`src/rtl/clock_display_scan_pkg.sv`:
```
// -----------------------------------------------------------------------------
// clock_disp_pkg
//   Shared constants for the clock display scanner:
//     - NUM_DIGITS        : number of multiplexed digits (hh mm ss)
//     - SEG_0..SEG_9      : active-low seven-segment codes, bit order {g,f,e,d,c,b,a}
//     - SEG_BLANK         : all segments off
//     - DIG_*             : digit index of each display position
//     - seg_encode()      : BCD digit to segment code, blank for 10..15
// -----------------------------------------------------------------------------
package clock_disp_pkg;

    localparam int NUM_DIGITS = 6;

    // Active-low segment codes {g,f,e,d,c,b,a}
    localparam logic [6:0] SEG_0     = 7'h40;
    localparam logic [6:0] SEG_1     = 7'h79;
    localparam logic [6:0] SEG_2     = 7'h24;
    localparam logic [6:0] SEG_3     = 7'h30;
    localparam logic [6:0] SEG_4     = 7'h19;
    localparam logic [6:0] SEG_5     = 7'h12;
    localparam logic [6:0] SEG_6     = 7'h02;
    localparam logic [6:0] SEG_7     = 7'h78;
    localparam logic [6:0] SEG_8     = 7'h00;
    localparam logic [6:0] SEG_9     = 7'h10;
    localparam logic [6:0] SEG_BLANK = 7'h7F;

    localparam logic [2:0] DIG_SEC_ONES  = 3'd0;
    localparam logic [2:0] DIG_SEC_TENS  = 3'd1;
    localparam logic [2:0] DIG_MIN_ONES  = 3'd2;
    localparam logic [2:0] DIG_MIN_TENS  = 3'd3;
    localparam logic [2:0] DIG_HOUR_ONES = 3'd4;
    localparam logic [2:0] DIG_HOUR_TENS = 3'd5;

    function automatic logic [6:0] seg_encode(input logic [3:0] i_d);
        logic [6:0] r;
        case (i_d)
            4'd0:    r = SEG_0;
            4'd1:    r = SEG_1;
            4'd2:    r = SEG_2;
            4'd3:    r = SEG_3;
            4'd4:    r = SEG_4;
            4'd5:    r = SEG_5;
            4'd6:    r = SEG_6;
            4'd7:    r = SEG_7;
            4'd8:    r = SEG_8;
            4'd9:    r = SEG_9;
            default: r = SEG_BLANK;
        endcase
        return r;
    endfunction

endpackage

```
`src/rtl/clock_display_scan_bin6_to_bcd.sv`:
```
// -----------------------------------------------------------------------------
// bin6_to_bcd
//   Combinational 6-bit binary to two BCD digits. Covers the full 0..63
//   input range, so 60..63 come out as tens=6 with no clamping.
//   Ports:
//     i_bin  [5:0] : binary value
//     o_tens [3:0] : i_bin / 10 (0..6)
//     o_ones [3:0] : i_bin % 10
// -----------------------------------------------------------------------------
module bin6_to_bcd (
    input  logic [5:0] i_bin,
    output logic [3:0] o_tens,
    output logic [3:0] o_ones
);

    logic [5:0] w_sub;

    // Threshold chain is cheaper than a real divider for a 6-bit input
    always_comb begin
        o_tens = 4'd0;
        w_sub  = 6'd0;
        if (i_bin >= 6'd60) begin
            o_tens = 4'd6; w_sub = 6'd60;
        end else if (i_bin >= 6'd50) begin
            o_tens = 4'd5; w_sub = 6'd50;
        end else if (i_bin >= 6'd40) begin
            o_tens = 4'd4; w_sub = 6'd40;
        end else if (i_bin >= 6'd30) begin
            o_tens = 4'd3; w_sub = 6'd30;
        end else if (i_bin >= 6'd20) begin
            o_tens = 4'd2; w_sub = 6'd20;
        end else if (i_bin >= 6'd10) begin
            o_tens = 4'd1; w_sub = 6'd10;
        end
        o_ones = 4'(i_bin - w_sub);
    end

endmodule

```
`src/rtl/clock_display_scan.sv`:
```
// -----------------------------------------------------------------------------
// clock_display_scan
//   Scans hh:mm:ss from the counter block onto a 6-digit common-anode
//   seven-segment display. The time is snapshotted once per frame (on the
//   digit 5 -> 0 step) so a counter rollover mid-frame never shows mixed digits.
//
//   Parameter:
//     SCAN_DIV   : clock cycles each digit stays lit (2..65535)
//   Ports:
//     clock      : system clock
//     reset_n    : asynchronous active-low reset
//     enable     : 0 blanks the display and restarts the scan
//     count_sec  : seconds, binary
//     count_min  : minutes, binary
//     count_hour : hours, binary
//     seg_n      : segments {g,f,e,d,c,b,a}, active-low (registered)
//     dp_n       : decimal point, active-low, lit on digits 2 and 4 (registered)
//     an_n       : digit select, one-hot-low, bit i = digit i (registered)
//     frame_tick : high in the cycle whose closing edge loads the snapshot
//
//   Optional build macro:
//     LEAD_ZERO_BLANK_EN : blank digit 5 when the hour tens digit is 0
// -----------------------------------------------------------------------------
module clock_display_scan
    import clock_disp_pkg::*;
#(
    parameter int SCAN_DIV = 1000
) (
    input  logic                  clock,
    input  logic                  reset_n,
    input  logic                  enable,
    input  logic [5:0]            count_sec,
    input  logic [5:0]            count_min,
    input  logic [5:0]            count_hour,
    output logic [6:0]            seg_n,
    output logic                  dp_n,
    output logic [NUM_DIGITS-1:0] an_n,
    output logic                  frame_tick
);

    localparam logic [15:0] P_LAST = 16'(SCAN_DIV - 1);

    logic [15:0] r_p;
    logic [2:0]  r_idx;
    logic [17:0] r_snap;

    logic        w_tick;
    logic        w_wrap;
    logic [2:0]  w_idx_nxt;
    logic [17:0] w_snap_nxt;

    logic [3:0]  w_sec_tens,  w_sec_ones;
    logic [3:0]  w_min_tens,  w_min_ones;
    logic [3:0]  w_hour_tens, w_hour_ones;

    logic [3:0]            w_digit;
    logic [6:0]            w_seg;
    logic                  w_dp;
    logic [NUM_DIGITS-1:0] w_an;

    // Gating with enable gives the enable-low path priority over a tick
    assign w_tick     = enable && (r_p == P_LAST);
    assign w_wrap     = w_tick && (r_idx == DIG_HOUR_TENS);
    assign w_idx_nxt  = (r_idx == DIG_HOUR_TENS) ? DIG_SEC_ONES : r_idx + 3'd1;
    assign w_snap_nxt = w_wrap ? {count_hour, count_min, count_sec} : r_snap;
    assign frame_tick = w_wrap;

    // Decode the post-tick snapshot so the output register shows digit 0 of
    // the new frame on the same edge that loads it (one-cycle latency).
    bin6_to_bcd u_bcd_sec (
        .i_bin  (w_snap_nxt[5:0]),
        .o_tens (w_sec_tens),
        .o_ones (w_sec_ones)
    );

    bin6_to_bcd u_bcd_min (
        .i_bin  (w_snap_nxt[11:6]),
        .o_tens (w_min_tens),
        .o_ones (w_min_ones)
    );

    bin6_to_bcd u_bcd_hour (
        .i_bin  (w_snap_nxt[17:12]),
        .o_tens (w_hour_tens),
        .o_ones (w_hour_ones)
    );

    always_comb begin
        w_digit = 4'hF;
        w_dp    = 1'b1;
        case (w_idx_nxt)
            DIG_SEC_ONES:  w_digit = w_sec_ones;
            DIG_SEC_TENS:  w_digit = w_sec_tens;
            DIG_MIN_ONES:  begin w_digit = w_min_ones;  w_dp = 1'b0; end
            DIG_MIN_TENS:  w_digit = w_min_tens;
            DIG_HOUR_ONES: begin w_digit = w_hour_ones; w_dp = 1'b0; end
            DIG_HOUR_TENS: w_digit = w_hour_tens;
            default:       w_digit = 4'hF;
        endcase

        w_seg = seg_encode(w_digit);
`ifdef LEAD_ZERO_BLANK_EN
        if ((w_idx_nxt == DIG_HOUR_TENS) && (w_hour_tens == 4'd0))
            w_seg = SEG_BLANK;
`endif
        w_an = ~(NUM_DIGITS'(1) << w_idx_nxt);
    end

    always_ff @(posedge clock or negedge reset_n) begin
        if (!reset_n) begin
            r_p        <= '0;
            r_idx      <= DIG_HOUR_TENS;
            r_snap     <= '0;
            an_n       <= '1;
            seg_n      <= SEG_BLANK;
            dp_n       <= 1'b1;
        end else if (!enable) begin
            // idx parked at 5 so the first tick after re-enable starts a frame
            r_p        <= '0;
            r_idx      <= DIG_HOUR_TENS;
            an_n       <= '1;
            seg_n      <= SEG_BLANK;
            dp_n       <= 1'b1;
        end else begin
            r_p <= (r_p == P_LAST) ? 16'd0 : r_p + 16'd1;
            if (w_tick) begin
                r_idx <= w_idx_nxt;
                an_n  <= w_an;
                seg_n <= w_seg;
                dp_n  <= w_dp;
            end
            if (w_wrap)
                r_snap <= w_snap_nxt;
        end
    end

endmodule

```
`config.mk`:
```
export PLATFORM = sky130hd
export DESIGN_NAME = clock_display_scan
export DESIGN_NICKNAME = d
export VERILOG_FILES = /design/src/rtl/clock_display_scan_pkg.sv /design/src/rtl/clock_display_scan_bin6_to_bcd.sv /design/src/rtl/clock_display_scan.sv
export SDC_FILE = /design/constraint.sdc
export NUM_CORES = 1
export LEC_CHECK = 0
export CAP_MARGIN = 10
export CORE_MARGIN = 1.5
export CORE_UTILIZATION = 50
export DETAILED_ROUTE_END_ITERATION = 6
export DONT_BUFFER_PORTS = 1
export PLACE_DENSITY = 0.73
export SKIP_LAST_GASP = 1
export SYNTH_ARGS = -nofsm -noshare
export SYNTH_HDL_FRONTEND = slang
export SYNTH_SLANG_ARGS = --single-unit
```
`constraint.sdc`:
```
create_clock -name clock -period 4.65 [get_ports clock]
set_input_delay 0.93 -clock clock [delete_from_list [all_inputs] [get_ports clock]]
set_output_delay 0.93 -clock clock [all_outputs]
set_load 0.01 [all_outputs]
```
Yosys cells after proc, flatten, opt, wreduce, memory -nomap -nowiden

Memory sizes are Yosys's and may differ from the RTL's.
Index checks and enable logic that the tools add are counted.

$add $sub $neg: 5
Magnitude comparators: 18
Equality and inequality tests: 8
Shift operators: 1
Multiplexer cells: 50
Bitwise gates (word level): 1
Reduce and logical (&&, ||, !) cells: 5

Operator list:

| kind                                                               | number |
|---|---|
| two-way mux 4 bit                                                  | 33 |
| greater-or-equal comparator 6 bit (second input constant)          | 9 |
| greater-or-equal comparator 6 x 5 -> 1 bit (second input constant) | 6 |
| two-way mux 16 bit                                                 | 2 |
| case mux 4 bit (6 select lines)                                    | 1 |
| greater-or-equal comparator 6 x 4 -> 1 bit (second input constant) | 3 |
| two-way mux 18 bit                                                 | 1 |
| adder 16 x 1 -> 16 bit (second input constant)                     | 1 |
| == test 16 x 10 -> 1 bit (second input constant)                   | 1 |
| two-way mux 7 bit                                                  | 2 |
| two-way mux 6 bit                                                  | 2 |
| subtractor 4 bit                                                   | 3 |
| == test 3 bit (second input constant)                              | 3 |
| two-way mux 3 bit                                                  | 3 |
| == test 3 x 2 -> 1 bit (second input constant)                     | 2 |
| two-way mux 1 bit                                                  | 6 |
| inverter 6 bit                                                     | 1 |
| left shift 1 x 3 -> 6 bit (first input constant)                   | 1 |
| adder 3 x 1 -> 3 bit (second input constant)                       | 1 |
| == test 3 x 1 -> 1 bit (second input constant)                     | 1 |
| logical NOT 3 bit                                                  | 1 |
| logical AND 1 bit                                                  | 2 |
| inequality test 2 x 1 -> 1 bit (second input constant)             | 1 |
| AND reduction 2 bit                                                | 1 |
| OR reduction 2 bit                                                 | 1 |

Register bits: 51
Memory bits (read-only): 112
Bits of input ports: 21
Output and inout port bits: 15
Memories: 1

Memories:

| memory          | depth | bits a word | read ports | clocked after memory_dff | wr ports | RTL line                     | source |
|---|---|---|---|---|---|---|---|
| (no name shown) | 16    | 7           | 1          | 0                        | 0        | clock_display_scan_pkg.sv:36 | `case (i_d)` |

Depth between registers and ports, before layout

Gate-level depths: netlist of run 1.
An unclocked memory read counts as a cell.

Depth after elaboration: 16
Mapped depth: 17
Mapped depth without buffers: 16

Modules after synthesis

From an unflattened synthesis of run 1, not the netlist that was laid out.

Cells, all modules: 373
Area, all modules: 3643.5 um^2

Modules (own cells, without submodules):

| module             | times used | cells an instance | area each (um^2) |
|---|---|---|---|
| clock_display_scan | 1          | 262               | 2874.0 |
| bin6_to_bcd        | 3          | 37                | 256.5 |

Worst setup path before layout of run 1

Ideal clock, no wire load.

Kind: reg-to-reg
Start point: register r_p[0]
End point: register seg_n[4]
Setup time: 91 ps
Arrival: 4039 ps
Data required time: 4559 ps
Setup slack: 521 ps
Cell stages (with the launch flop): 15
Buffers on the path: 2
Path through: dfrtp_1 -> ha_1 -> or4bb_1 -> or4_1 -> nor2_2 -> clkbuf_1 -> a21oi_1 -> ha_1 -> fa_1 -> nor2b_1 -> mux2_1 -> a221o_1 -> buf_2 -> a2111oi_0 -> nor3_1

Cells in the longest elaborated chain, start to end: 16

Ends and longest elaborated chain:

| element                                    | RTL line                             | source |
|---|---|---|
| start, declared                            | clock_display_scan.sv:43             | `logic [15:0] r_p;` |
| start signal, assigned                     | clock_display_scan.sv:125            | `r_p <= (r_p == P_LAST) ? 16'd0 : r_p + 16'd1;` |
| == test 16 x 10 -> 1 bit (*)               | clock_display_scan.sv:62             | `assign w_tick = enable && (r_p == P_LAST);` |
| logical AND 1 bit (*)                      | clock_display_scan.sv:62             |  |
| logical AND 1 bit                          | clock_display_scan.sv:63             | `assign w_wrap = w_tick && (r_idx == DIG_HOUR_TENS);` |
| two-way mux 18 bit                         | clock_display_scan.sv:65             | `assign w_snap_nxt = w_wrap ? {count_hour, count_min, count_sec} : r_snap;` |
| greater-or-equal comparator 6 x 4 -> 1 bit | clock_display_scan_bin6_to_bcd.sv:32 | `end else if (i_bin >= 6'd10) begin` |
| two-way mux 4 bit                          | clock_display_scan_bin6_to_bcd.sv:32 |  |
| two-way mux 4 bit                          | clock_display_scan_bin6_to_bcd.sv:30 | `end else if (i_bin >= 6'd20) begin` |
| two-way mux 4 bit                          | clock_display_scan_bin6_to_bcd.sv:28 | `end else if (i_bin >= 6'd30) begin` |
| two-way mux 4 bit                          | clock_display_scan_bin6_to_bcd.sv:26 | `end else if (i_bin >= 6'd40) begin` |
| two-way mux 4 bit                          | clock_display_scan_bin6_to_bcd.sv:24 | `end else if (i_bin >= 6'd50) begin` |
| two-way mux 4 bit                          | clock_display_scan_bin6_to_bcd.sv:22 | `if (i_bin >= 6'd60) begin` |
| subtractor 4 bit                           | clock_display_scan_bin6_to_bcd.sv:35 | `o_ones = 4'(i_bin - w_sub);` |
| case mux 4 bit (6 select lines)            | clock_display_scan.sv:91             | `case (w_idx_nxt)` |
| memory (16 x 7 bit)                        | -                                    |  |
| two-way mux 7 bit                          | clock_display_scan.sv:126            | `if (w_tick) begin` |
| two-way mux 7 bit                          | clock_display_scan.sv:117            | `end else if (!enable) begin` |
| end signal, assigned                       | clock_display_scan.sv:129            | `seg_n <= w_seg;` |
| end, declared                              | clock_display_scan.sv:35             | `output logic [6:0] seg_n,` |

Every way passes the cells marked *; elsewhere a longest branch is shown, timed or not. The select of a mux whose other input is x is not followed.
A chain may end at the register's enable or synchronous reset.

Final worst setup path of run 1

Start point: register r_p[0]
End point: register seg_n[1]

Same word-level chain as after synthesis.

==> run metrics, run 1 <==
status=complete, but fails checks; failing checks=DRC; Tcrit/Tclk final=0.9206; All-Layer GR Usage=0.2242; CTS tree=yes; Antenna Nets Post-Route=0; WL final=8017 microns; Initial DRT Pass Iterations=7; first-pass GRT wire length=13720 microns; clock sinks=51; buffers added on ports=0; Initial Util=0.5205; Pleak=1.615 nW; Clk pin slew, worst setup/hold paths=100 ps; layout cells sized above 1=0.08471; die width=87.33 microns; Residual DRC=3; clk_skew=8.078 ps; Root Buffer=clkbuf_8; vias per cell=5.996; initial DRC count=220; total global routing overflow=0; HP Class=in2async; crit path DAT=4520 ps; maxcap violations=0; Hold Fails Final Rpt=0; Boundary Pins=36; H-tree depth=2; RSZ-0062 raised after global routing=false; sequential fraction of the synthesis area=0.3645; async set-reset flop share out of synthesis=1.000; dominant synthesized flop cell=dfrtp_1; distinct cell type count after synthesis=64; Fmax achieved=233.6 MHz; # resized after CTS=0; Mapped Avg Cell Area=8.193 sq um; largest net degree at the start of global routing=52; max-slew violations=0; DR vias=3124; setup violators final=0; biggest area consumer among synthesized cells=dfrtp_1; Die ar.=7627 sq um; Slew @ Worst Pin=762.3 ps; worst-skew pair later-pin latency=310 ps; synth top area cells=dfrtp_1 25%, dfstp_2 12%, nand2_1 6.8%, nor2_1 4.6%, o21ai_0 3.8%; critical path endpoint category=register; largest fanout on the critical path=18; # hold bufs at CTS=0; FF+latch count, synth=51; Core Region=6832 sq um; Crit path required time=4890 ps; Net Count, Synth=465; Die Ht=87.33 microns; hpwl dp=5930 microns; Avg WL per Cell=15.39 microns; Post-synth EDFFs=0; P per Cell Area=199.1 nW/um^2; TNS Setup=0 ps; synth-to-layout area growth=4.469%; Setup CP Type=reg2reg; total CTS buffers=5; top cell type's share of synthesized area=0.2463; clk buf depth=2; Synthesis Warnings=0; post-CTS setup buffers=0; PnR worst setup slack=369.4 ps; Nets=455; # diodes=0; vias in the first global route=2918; Cell Area, Synth=3556 sq um; pre-CTS setup slack=467.4 ps; multi-input logic area=2078 sq um; Max VDD drop=0.0001221 V; Synth Instances=434; Critical Path Source Type=register; min Tclk post-route=4281 ps; Rel. slew slack=0.4871; FP Rows=30; routability-driven placement congestion ratio=0.9074; Placed Area=3626 sq um; design area=3715 sq um; FF+latch area=1296 sq um; FILL cells=644; initial antenna violation count=0
-- through the flow --
step                      power (mW)  hold slack [ps]  instances    util
after CTS                     0.7444            301.9        521  0.5438
after global placement        0.4873            461.2        513  0.5308
after floorplan               0.4862            433.4        434       -
final                         0.7394            309.5        521  0.5438
after detailed placement      0.4883            478.0        513  0.5308
after global routing          0.7643            290.5        521  0.5438
-- area by class of cell --
| cell class | instances | area share |
|---|---|---|
| timing repair buffer | 4 | 0.008084 |
| inverter | 27 | 0.02728 |
| clock buffer | 5 | 0.01852 |
| tap | 96 | 0.03233 |
| multi-input combinational | 335 | 0.5594 |
| sequential | 51 | 0.3489 |
| clock inverter | 3 | 0.005389 |
-- synthesized netlist by cell type, types with 3 or more instances --
library cell / count
nand2_1: 64
nor2_1: 44
dfrtp_1: 35
o21ai_0: 27
inv_1: 26
clkbuf_1: 19
a21oi_1: 16
dfstp_2: 16
nand3_1: 13
a211oi_1: 12
nand2b_1: 12
nor2b_1: 12
xor2_1: 9
nor3_1: 8
ha_1: 7
o211ai_1: 7
a21o_1: 6
mux2i_1: 6
or3_1: 6
a31oi_1: 5
nor3b_1: 5
a221oi_1: 4
and2_1: 4
and3_1: 4
maj3_1: 4
nand4_1: 4
a221o_1: 3
a311oi_1: 3
fa_1: 3
o21a_1: 3
or4_1: 3
xnor2_1: 3
-- state kept, by name, indices dropped and copies added, names as in the netlist --
| register | count |
|---|---|
| dp_n | 1 |
| an_n | 6 |
| seg_n | 7 |
| r_p | 16 |
| r_snap | 18 |
| r_idx | 3 |
-- metal layers --
metal / track usage / share of wire / vias up
met5: 0 / 0 / -
met4: 0.05195 / 0.011 / 0
met3: 0.04360 / 0.050 / 11
met2: 0.3720 / 0.49 / 91
met1: 0.3026 / 0.45 / 1512
li1: - / - / 1510
-- logic make-up after synthesis --
kind of cell,share of synthesized area
AO/OA/AOI/OAI,0.2030
buffers and inverters,0.05102
flip-flops,0.3645
multiplexers,0.02322
AND/OR/NAND/NOR,0.2759
XOR/XNOR,0.02956
adder cells (fa/ha/maj),0.05278
-- worst paths after layout --
| check | to | cells after the start | from | slack (ps) |
|---|---|---|---|---|
| max in group asynchronous | r_idx[2] | 0 | reset_n | 4140 |
| worst min register to register | r_p[0] | 1 | r_p[0] | 500 |
| worst max-delay path | seg_n[1] | 16 | r_p[0] | 370 |
| min in group clock | r_p[0] | 1 | r_p[0] | 500 |
| worst max register to register | seg_n[1] | 16 | r_p[0] | 370 |
| worst min-delay path | r_snap[16] | 0 | reset_n | 310 |
-- worst max-delay path: stages, from the launching register on --
cell	delay, ps
dfrtp_1	400
ha_1	210
or4bb_1	500
or4_1	480
nor2_2	130
buf_4	240
nand2_1	70
nand2_1	80
inv_1	40
ha_1	190
fa_1	490
a21oi_1	70
a221oi_1	290
nand3_1	310
or2_2	400
a221oi_1	240
nor2_1	70
-- layout by cell type, fill, tap and decap left out, types with 7 or more instances in the layout --
cell type	netlist	routed
a211oi_1	12	12
a21oi_1	16	16
dfrtp_1	35	35
dfstp_2	16	16
ha_1	7	7
inv_1	26	26
nand2_1	64	64
nand2b_1	12	12
nand3_1	13	13
nor2_1	44	44
nor2b_1	12	12
nor3_1	8	8
o211ai_1	7	7
o21ai_0	27	27
xor2_1	9	9
-- report_power, final --
group          switching [mW]  internal, mW  total (mW)
clock                   0.154         0.105       0.259
sequential            0.00207         0.446       0.448
combinational          0.0166        0.0155      0.0321
No activity file was read; power rests on OpenSTA's default activity.
==> inputs of run 2 (changes only) <==
--- a/config.mk
+++ b/config.mk
@@ -10,8 +10,8 @@
 export CORE_UTILIZATION = 50
 export DETAILED_ROUTE_END_ITERATION = 6
 export DONT_BUFFER_PORTS = 1
+export GPL_ROUTABILITY_DRIVEN = 0
 export PLACE_DENSITY = 0.73
-export SKIP_LAST_GASP = 1
 export SYNTH_ARGS = -nofsm -noshare
 export SYNTH_HDL_FRONTEND = slang
 export SYNTH_SLANG_ARGS = --single-unit
==> run 2 against run 1 <==
- the flow now finishes without violations
- via count shrank 1.1%
- setup slack lost 25 ps
- utilization grew 0.35 points
- global-route usage grew 0.51 points
- count of clock-buffer cells in the layout is the same
- power grew 8.3%
- combinational power is essentially flat
- final cell count is the same
- non-clock buffer count is the same
- worst hold slack lost 14 ps
- fmax shrank 0.57%
- first-iteration DRC count shrank 39%
- critical path type unchanged
- critical endpoint unchanged
- largest power group unchanged
- highest routed layer unchanged
==> run metrics, run 2 (synthesis gave the netlist of run 1 again) <==
met3 routed WL=418 microns (+3.7%); Critical Path Source Type=register; P per Cell Area=214.2 nW/um^2 (+7.6%); WL final=8219 microns (+2.5%); Max VDD drop=0.0001665 V (+36%); Hold Fails Final Rpt=0 (unchanged); met2 routed WL=4101 microns (+5.2%); status=completed; Largest Register=r_snap; maxcap violations=0 (unchanged); CP startpoint=r_p[0]; largest fanout on the critical path=18 (unchanged); R2R setup slack=340 ps (-20 ps); total CTS buffers=5 (unchanged); max-slew violations=0 (unchanged); Slew @ Worst Pin=828.6 ps (+66.28 ps); Initial Util=0.5205 (unchanged); max reg flops=18 (unchanged); min Tclk post-route=4305 ps (+24.52 ps); most frequent cells in the layout=64 x nand2_1, 44 x nor2_1, 35 x dfrtp_1; Clk pin slew, worst setup/hold paths=100 ps (about the same); Initial DRT Pass Iterations=5 (-2); post-CTS setup buffers=0 (unchanged); Core Region=6832 sq um (unchanged); Largest regs=r_snap x18, r_p x16, seg_n x7; largest net degree at the start of global routing=52 (unchanged); Boundary Pins=36 (unchanged); FP Rows=30 (unchanged); initial antenna violation count=0 (unchanged); Crit path required time=4900 ps (about the same); Residual DRC=0 (-3); metal1 wirelength=3565 microns (-1.6%); Nets=455 (unchanged); TNS Setup=0 ps (unchanged); critical path endpoint category=register; # hold bufs at CTS=0 (unchanged); clock sinks=51 (unchanged); Tcrit/Tclk final=0.9258 (+0.005273); Die Ht=87.33 microns (unchanged); RSZ-0062 raised after global routing=false; reg2reg path depth=16 (unchanged); DR vias=3091 (-1.1%); commonest non-fill, non-tap cell in the layout=nand2_1; vias per cell=5.933 (-1.1%); # resized after CTS=0 (unchanged); setup violators final=0 (unchanged); crit path DAT=4550 ps (+30 ps); Worst R2R Start=r_p[0]; Pleak=1.631 nW (+1.0%); H-tree depth=2 (unchanged); # diodes=0 (unchanged); total global routing overflow=0 (unchanged); clk buf depth=2 (unchanged); worst setup path endpoint=seg_n[1]; FILL cells=637 (-1.1%); Fmax achieved=232.3 MHz (-0.57%); HP Class=in2async; post-layout util=0.5473 (+0.003480); Antenna Nets Post-Route=0 (unchanged); vias in the first global route=3037 (+4.1%); die width=87.33 microns (unchanged); worst-skew pair later-pin latency=320 ps (about the same); synth-to-layout area growth=5.137%; buffers added on ports=0 (unchanged); Root Buffer=clkbuf_8; Die ar.=7627 sq um (unchanged); All-Layer GR Usage=0.2294 (+0.005102); clk_skew=12.27 ps (+4.196 ps); FF-to-FF End=seg_n[1]; layout cells sized above 1=0.08706 (+0.002353); initial DRC count=134 (-39%); Top Metal Used=met4; first-pass GRT wire length=13880 microns (+1.2%); CTS tree=yes; Avg WL per Cell=15.78 microns (+2.5%); Rel. slew slack=0.4425 (-0.04459); hpwl dp=6000 microns (+1.2%); Setup CP Type=reg2reg
-- run 2: changes by cell type in the layout (fill, tap and decap cells not counted), sizes merged --
cell      before  now
bufinv         0    1
clkinvlp       1    0
-- run 2: final cells by class --
type / count / area [sq um] / area share
Clock inverter: 3 / 43.79 / 0.01171
Tap cell: 96 / 120.1 / 0.03213
Sequential cell: 51 / 1296 / 0.3467
Inverter: 27 / 101.3 / 0.02711
Multi-Input combinational cell: 335 / 2078 / 0.5559
Clock buffer: 5 / 68.82 / 0.01841
Timing Repair Buffer: 4 / 30.03 / 0.008032
-- run 2: stage by stage --
stage | total power [mW] | area (sq um) | cells | hold slack [ps] | setup slack, ps
CTS | 0.8041 | 3739 | 521 | 290.0 | 364.6
detailed placement | 0.4884 | 3626 | 513 | 466.4 | 411.0
global route | 0.8235 | 3739 | 521 | 277.7 | 32.94
finish | 0.8007 | 3739 | 521 | 295.4 | 344.9
floorplan | 0.4862 | 3556 | 434 | 433.4 | 520.5
global placement | 0.4872 | 3626 | 513 | 464.0 | 538.7
-- run 2: routing by layer --
layer	track usage	vias up
li1	-	1514
met1	0.2999	1495
met2	0.3811	65
met3	0.04455	17
met4	0.07504	0
met5	0	-
-- run 2: worst max-delay path, stage by stage (launching register included) --
cell      delay, ps
dfrtp_1         400
ha_1            210
or4bb_1         490
or4_1           480
nor2_2          140
buf_4           240
nand2_1          70
nand2_1          80
inv_1            50
ha_1            210
fa_1            480
a21oi_1          60
a221oi_1        250
nand3_1         290
or2_2           390
a221oi_1        290
nor2_1           80
-- run 2: power by group --
| group | leakage [nW] | switching (mW) | internal [mW] | total [mW] |
|---|---|---|---|---|
| registers | 0.639 | 0.00226 | 0.446 | 0.448 |
| logic | 0.934 | 0.0163 | 0.0156 | 0.0319 |
| clock network | 0.0581 | 0.160 | 0.161 | 0.320 |
| total | 1.63 | 0.178 | 0.622 | 0.801 |
-- run 2: how the worst min path moves through the flow --
stage	start	endpoint	slack (ps)	depth (start not counted)
2_1_floorplan	r_snap[12]	r_snap[12]	430	2
3_3_place_gp	r_snap[0]	r_snap[0]	460	2
3_5_place_dp	r_snap[6]	r_snap[6]	470	2
4_1_cts	reset_n	r_p[9]	290	0
5_1_grt	reset_n	r_p[13]	280	0
6_report	reset_n	r_p[13]	300	0
